<file path="src/rtl/mult_operand_sequencer_pkg.sv">
// Shared types and widths for the multiplier operand sequencer.
package mult_seq_pkg;

    localparam int OPERAND_W = 8;
    localparam int PRODUCT_W = 16;

    typedef enum logic [1:0] {
        IDLE   = 2'd0,
        WAIT_Q = 2'd1,
        SETTLE = 2'd2,
        DONE   = 2'd3
    } seq_state_e;

endpackage

</file>
<file path="src/rtl/mult_operand_sequencer_if.sv">
// Operand/product bus between the sequencer and the combinational multiplier.
interface mult_operand_sequencer_if;
    import mult_seq_pkg::*;

    logic [OPERAND_W-1:0] m_out;
    logic [OPERAND_W-1:0] q_out;
    logic                 op_valid;
    logic [PRODUCT_W-1:0] product_in;
    logic [PRODUCT_W-1:0] result;
    logic                 result_valid;

    modport master (
        output m_out, q_out, op_valid, result, result_valid,
        input  product_in
    );

    modport slave (
        input  m_out, q_out, op_valid, result, result_valid,
        output product_in
    );

endinterface

</file>
<file path="src/rtl/mult_operand_sequencer_btn_conditioner.sv">
// Push-button conditioner: 2-flop synchronizer, level debounce, rising-edge pulse.
module btn_conditioner #(
    parameter int DEBOUNCE_CYCLES = 500000
) (
    input  logic clk,
    input  logic reset,
    input  logic btn_i,
    output logic ev_o
);

    localparam int CNT_W = $clog2(DEBOUNCE_CYCLES + 1);

    logic             sync1_q, sync2_q;
    logic             level_q, level_d;
    logic             level_prev_q;
    logic [CNT_W-1:0] cnt_q, cnt_d;

    // The level flips on the DEBOUNCE_CYCLES-th consecutive cycle of disagreement.
    always_comb begin
        level_d = level_q;
        cnt_d   = '0;
        if (sync2_q != level_q) begin
            if (cnt_q == CNT_W'(DEBOUNCE_CYCLES - 1)) begin
                level_d = ~level_q;
            end else begin
                cnt_d = cnt_q + CNT_W'(1);
            end
        end
    end

    always_ff @(posedge clk or posedge reset) begin
        if (reset) begin
            sync1_q      <= 1'b0;
            sync2_q      <= 1'b0;
            level_q      <= 1'b0;
            level_prev_q <= 1'b0;
            cnt_q        <= '0;
        end else begin
            sync1_q      <= btn_i;
            sync2_q      <= sync1_q;
            level_q      <= level_d;
            level_prev_q <= level_q;
            cnt_q        <= cnt_d;
        end
    end

    assign ev_o = level_q & ~level_prev_q;

endmodule

</file>
<file path="src/rtl/mult_operand_sequencer.sv">
// Two-press operand capture, settle wait and registered product capture for the multiplier.
module mult_operand_sequencer
    import mult_seq_pkg::*;
#(
    parameter int DEBOUNCE_CYCLES = 500000,
    parameter int SETTLE_CYCLES   = 4
) (
    input  logic                  clk,
    input  logic                  reset,
    input  logic [OPERAND_W-1:0]  sw_data,
    input  logic                  load_btn,
    input  logic                  clear_btn,
    mult_operand_sequencer_if.master bus,
    output logic [1:0]            state_o
);

    localparam int SET_W = (SETTLE_CYCLES > 1) ? $clog2(SETTLE_CYCLES) : 1;

    logic load_ev, clear_ev;

    seq_state_e           state_q;
    logic [OPERAND_W-1:0] m_q, q_q;
    logic [PRODUCT_W-1:0] result_q;
    logic                 op_valid_q, result_valid_q;
    logic [SET_W-1:0]     settle_q;

    btn_conditioner #(.DEBOUNCE_CYCLES(DEBOUNCE_CYCLES)) u_load_cond (
        .clk   (clk),
        .reset (reset),
        .btn_i (load_btn),
        .ev_o  (load_ev)
    );

    btn_conditioner #(.DEBOUNCE_CYCLES(DEBOUNCE_CYCLES)) u_clear_cond (
        .clk   (clk),
        .reset (reset),
        .btn_i (clear_btn),
        .ev_o  (clear_ev)
    );

    // Clear takes priority over everything, so a simultaneous load is dropped.
    always_ff @(posedge clk or posedge reset) begin
        if (reset) begin
            state_q        <= IDLE;
            m_q            <= '0;
            q_q            <= '0;
            result_q       <= '0;
            op_valid_q     <= 1'b0;
            result_valid_q <= 1'b0;
            settle_q       <= '0;
        end else if (clear_ev) begin
            state_q        <= IDLE;
            m_q            <= '0;
            q_q            <= '0;
            result_q       <= '0;
            op_valid_q     <= 1'b0;
            result_valid_q <= 1'b0;
            settle_q       <= '0;
        end else begin
            case (state_q)
                IDLE: begin
                    if (load_ev) begin
                        m_q     <= sw_data;
                        state_q <= WAIT_Q;
                    end
                end
                WAIT_Q: begin
                    if (load_ev) begin
                        q_q        <= sw_data;
                        op_valid_q <= 1'b1;
                        settle_q   <= '0;
                        state_q    <= SETTLE;
                    end
                end
                SETTLE: begin
                    if (settle_q == SET_W'(SETTLE_CYCLES - 1)) begin
                        result_q       <= bus.product_in;
                        result_valid_q <= 1'b1;
                        state_q        <= DONE;
                    end else begin
                        settle_q <= settle_q + SET_W'(1);
                    end
                end
                DONE: begin
                    // The old result stays on the display until the next pair completes.
                    if (load_ev) begin
                        m_q            <= sw_data;
                        op_valid_q     <= 1'b0;
                        result_valid_q <= 1'b0;
                        state_q        <= WAIT_Q;
                    end
                end
                default: state_q <= IDLE;
            endcase
        end
    end

    assign bus.m_out        = m_q;
    assign bus.q_out        = q_q;
    assign bus.op_valid     = op_valid_q;
    assign bus.result       = result_q;
    assign bus.result_valid = result_valid_q;
    assign state_o          = state_q;

endmodule

</file>
<file path="src/flat_wrapper.sv">
// flat-port wrapper written by rule: the top's interface ports become plain ports
module mult_operand_sequencer_flat import mult_seq_pkg::*;
#(
    parameter int DEBOUNCE_CYCLES = 500000,
    parameter int SETTLE_CYCLES   = 4
)
  (clk, reset, sw_data, load_btn, clear_btn, state_o, bus_m_out, bus_q_out, bus_op_valid, bus_result, bus_result_valid, bus_product_in);
  mult_operand_sequencer_if bus_i ();
  input  logic clk;
  input  logic reset;
  input  logic [OPERAND_W-1:0] sw_data;
  input  logic load_btn;
  input  logic clear_btn;
  output logic [1:0] state_o;
  output wire logic [$bits(bus_i.m_out)-1:0] bus_m_out;
  output wire logic [$bits(bus_i.q_out)-1:0] bus_q_out;
  output wire logic [$bits(bus_i.op_valid)-1:0] bus_op_valid;
  output wire logic [$bits(bus_i.result)-1:0] bus_result;
  output wire logic [$bits(bus_i.result_valid)-1:0] bus_result_valid;
  input wire logic [$bits(bus_i.product_in)-1:0] bus_product_in;
  assign bus_m_out = bus_i.m_out;
  assign bus_q_out = bus_i.q_out;
  assign bus_op_valid = bus_i.op_valid;
  assign bus_result = bus_i.result;
  assign bus_result_valid = bus_i.result_valid;
  assign bus_i.product_in = bus_product_in;
  mult_operand_sequencer #(.DEBOUNCE_CYCLES(DEBOUNCE_CYCLES), .SETTLE_CYCLES(SETTLE_CYCLES)) u_core (.clk(clk), .reset(reset), .sw_data(sw_data), .load_btn(load_btn), .clear_btn(clear_btn), .bus(bus_i), .state_o(state_o));
endmodule
</file>
<file path="config.mk">
export PLATFORM = sky130hd
export DESIGN_NAME = mult_operand_sequencer_flat
export DESIGN_NICKNAME = d
export VERILOG_FILES = /design/src/rtl/mult_operand_sequencer_pkg.sv /design/src/rtl/mult_operand_sequencer_if.sv /design/src/rtl/mult_operand_sequencer_btn_conditioner.sv /design/src/rtl/mult_operand_sequencer.sv /design/src/flat_wrapper.sv
export SDC_FILE = /design/constraint.sdc
export NUM_CORES = 1
export LEC_CHECK = 0
export ABC_AREA = 1
export CAP_MARGIN = 20
export CORE_UTILIZATION = 45
export CTS_CLUSTER_DIAMETER = 80
export DETAILED_ROUTE_END_ITERATION = 6
export PLACE_DENSITY = 0.67
export SLEW_MARGIN = 20
export SYNTH_ARGS = -nofsm -noshare
export SYNTH_HDL_FRONTEND = slang
export SYNTH_SLANG_ARGS = --single-unit
</file>
<file path="constraint.sdc">
create_clock -name clk -period 6.4 [get_ports clk]
set_clock_uncertainty 0.05 [all_clocks]
set_input_delay 1.28 -clock clk [delete_from_list [all_inputs] [get_ports clk]]
set_output_delay 1.28 -clock clk [all_outputs]
set_load 0.02 [all_outputs]
</file>
==> run metrics <==
status completed; Total Neg Setup Slack 0 ns; internal power 770.2 uW; clock power share approximately two fifths; Slew Limit Fails 0; fill count roughly 830; worst vdd ir about 0.13 mV; Synth Net Count approximately 550; drt wl/cell 12.65 um; max incr delay on CP approximately 0.65 ns; worst min path class reg -> reg; WP buf/inv 1; unrepaired setup endpoints after global routing false; post-DR vias/cell between 4 and 5; Worst-Margin Slew 0.7547 ns; WHS Path Cells 0; Final Hold Vio Count 0; Sw Ratio 21.51%; diode count 0; flops & latches, synth 84; clock tree sinks 84; Detailed Route Iter0 Violations roughly 140; Power Density between 150 and 200 nW/um2; Crit. path cell count 1; MaxCap Viol Count 0; Global Route Usage Sum around a fifth; crit end category primary output; detailed-router iteration count before antenna repair 5; PortBufs 63; antenna violations before repair 0; leakage power between 0.002 and 0.0025 uW; # DRC 0; CTS tree yes; NumNets Final roughly 620; fin crit share a little over two fifths; Setup Fix Bufs, Post-CTS 0; vias in the first global route about 3400; placed wire-length estimate between 6000 and 7000 um; Placeable Area 8891 um2; post-layout min period around 2.8 ns; global-route wire length before repair about 15000 um; post_cts resized 0; post-synthesis average cell area about 8.1 um2; Seq pwr share 54.8%; Die Height 98.57 um; combinational share of power under 10%; synth unique cells 35; Die ar. around 9700 um2; GRT overflow 0; sequential area share after synthesis 50.09%; Die X ~99 um; CTS Buf Count 9; Post-Syn Area around 4200 um2; CTS clk-pin slew, worst paths about 0.080 ns; delay-heaviest family, CP buffers and inverters; via count of the routed design 3429; CP max-delay cell clkdlybuf4s50_1; WL final about 8800 um; top-level port count 64; fraction of layout cells with a size suffix above 1 between 8 and 9%; largest net degree at the start of global routing 85; site row count 34; Core Util, Final just under 60%; crit path cell chain clkdlybuf4s50_1; Worst setup SP type register; Skew-Pair Late Insertion Delay 0.35 ns; Max Fclk 362.3 MHz; Worst Path Max Fanout 5; htree depth 3; final-report setup violation count 0; Mapped Cells around 520; WP data arrival roughly 1.4 ns; Starting Density between 40% and 50%; CTS root buf clkbuf_8; ANT nets after route 0; switching power about 210 uW; Synth-to-Final Area Change 22.09%; Worst Path Required 5.07 ns; relative slew slack about half; Crit Path Class reg -> out; clock buffer depth 2; Synth Warn # 0; worst reg-to-reg path cell count 5; gpl congestion roughly 0.80; hold_buf cts 0
[sequential cells by signal, indices dropped and copies added (netlist names), 2 cells and up]
| name | count |
|---|---|
| u_core.bus.m_out | 8 |
| u_core.bus.q_out | 8 |
| u_core.bus.result | 16 |
| u_core.settle_q | 2 |
| u_core.state_o | 2 |
| u_core.u_clear_cond.cnt_q | 19 |
| u_core.u_load_cond.cnt_q | 19 |
[Yosys cell counts (all sizes together)]
library cell	instances	area share [%]
buf	5	1.2
dfrtp	84	50
xor2	14	3.1
o21a	1	0.18
nor2	111	11
nand2	137	13
o31ai	1	0.18
clkbuf	2	0.18
nand4	1	0.15
nor3	1	0.12
or2	2	0.36
o21ai	29	4.3
and2	4	0.60
nand3	50	6.0
inv	52	4.7
ha	7	2.1
nor3b	2	0.48
o22ai	2	0.30
xnor2	5	1.0
o211ai	1	0.18
a21oi	8	0.95
[power by group through the flow]
| stage | registers (uW) | clock network, uW | logic (uW) |
|---|---|---|---|
| final | 537 | 403 | 41.5 |
| after global routing | 538 | 434 | 47.2 |
| after CTS | 537 | 418 | 42.5 |
| after detailed placement | 548 | 0 | 42.4 |
| after global placement | 548 | 0 | 41.9 |
| after floorplan | 547 | 0 | 19.0 |
[layout by cell type, fill, tap and decap left out]
master / instances
nand2_1: 125
nor2_1: 104
dfrtp_1: 84
clkdlybuf4s50_1: 63
nand3_1: 50
inv_1: 48
xor2_1: 13
o21ai_0: 11
nand2_2: 9
o21ai_2: 9
o21ai_1: 9
clkbuf_8: 9
a21oi_1: 8
ha_1: 7
nor2_2: 5
xnor2_1: 5
and2_1: 4
nand2_4: 3
clkinv_2: 3
nor2_4: 2
inv_2: 2
o22ai_1: 2
bufinv_16: 2
inv_4: 1
or2_2: 1
o211ai_1: 1
nand4_1: 1
nor3b_1: 1
xor2_2: 1
nor3_1: 1
nor3b_2: 1
or2_4: 1
o21a_1: 1
o31ai_1: 1
clkbuf_1: 1
clkinvlp_4: 1
buf_6: 1
[worst paths after layout]
path	from	endpoint	slack (ns)
setup / recovery	u_core.state_o[1]$_DFFE_PP0P_	state_o[1]	3.64
hold / removal	u_core.u_load_cond.sync1_q$_DFF_PP0_	u_core.u_load_cond.sync2_q$_DFF_PP0_	0.32
setup reg to reg	u_core.u_clear_cond.level_q$_DFFE_PP0P_	u_core.bus.q_out[0]$_DFFE_PP0P_	4.66
hold reg to reg	u_core.u_load_cond.sync1_q$_DFF_PP0_	u_core.u_load_cond.sync2_q$_DFF_PP0_	0.32
max in group asynchronous	reset	u_core.u_load_cond.cnt_q[0]$_DFF_PP0_	4.39
min in group asynchronous	reset	u_core.u_clear_cond.cnt_q[13]$_DFF_PP0_	1.39
[cell type report]
| class | instances | area [um2] | area share (%) |
|---|---|---|---|
| Timing Repair Buffer | 64 | 641.9 | 12.53 |
| Tap cell | 108 | 135.1 | 2.637 |
| Sequential cell | 84 | 2102 | 41.03 |
| Clock buffer | 10 | 127.6 | 2.491 |
| Multi-Input combinational cell | 376 | 1841 | 35.92 |
| Inverter | 52 | 198.9 | 3.883 |
| Clock inverter | 5 | 77.57 | 1.514 |
[cells by family (layout without fill, tap and decap cells)]
| kind of cell | after synthesis | count (layout) | synth area share, % |
|---|---|---|---|
| fa+ha+maj | 7 | 7 | 2.087 |
| xor+xnor | 19 | 19 | 4.144 |
| buf+inv | 59 | 131 | 6.053 |
| flops | 84 | 84 | 50.09 |
| compound gates | 42 | 42 | 6.053 |
| simple gates | 308 | 308 | 31.57 |
[per-stage QoR]
step	std cells	area [um2]	power, uW	hold slack (ns)	worst slack, ns
finish	699	5124	981.3	0.3165	3.640
detailed placement	684	4915	590.4	0.2940	3.637
global route	699	5124	1019	0.3260	3.571
floorplan	519	4197	566.5	0.2812	2.905
global placement	684	4915	589.6	0.2865	3.659
CTS	699	5120	997.6	0.3167	3.603
[per-layer routing]
metal	track usage (%)	share of wire, %
met1	25.87	47
met2	32.45	48
met3	5.248	4.1
met4	6.200	1.3
met5	0	0
[worst reg2reg max path: stages, from the launching register on]
cell     delay (ns)
dfrtp_1        0.47
nand2_4        0.35
inv_4          0.08
o21ai_2        0.51
nand2_1        0.11
o21ai_1        0.11
(Power assumes the default switching activity.)
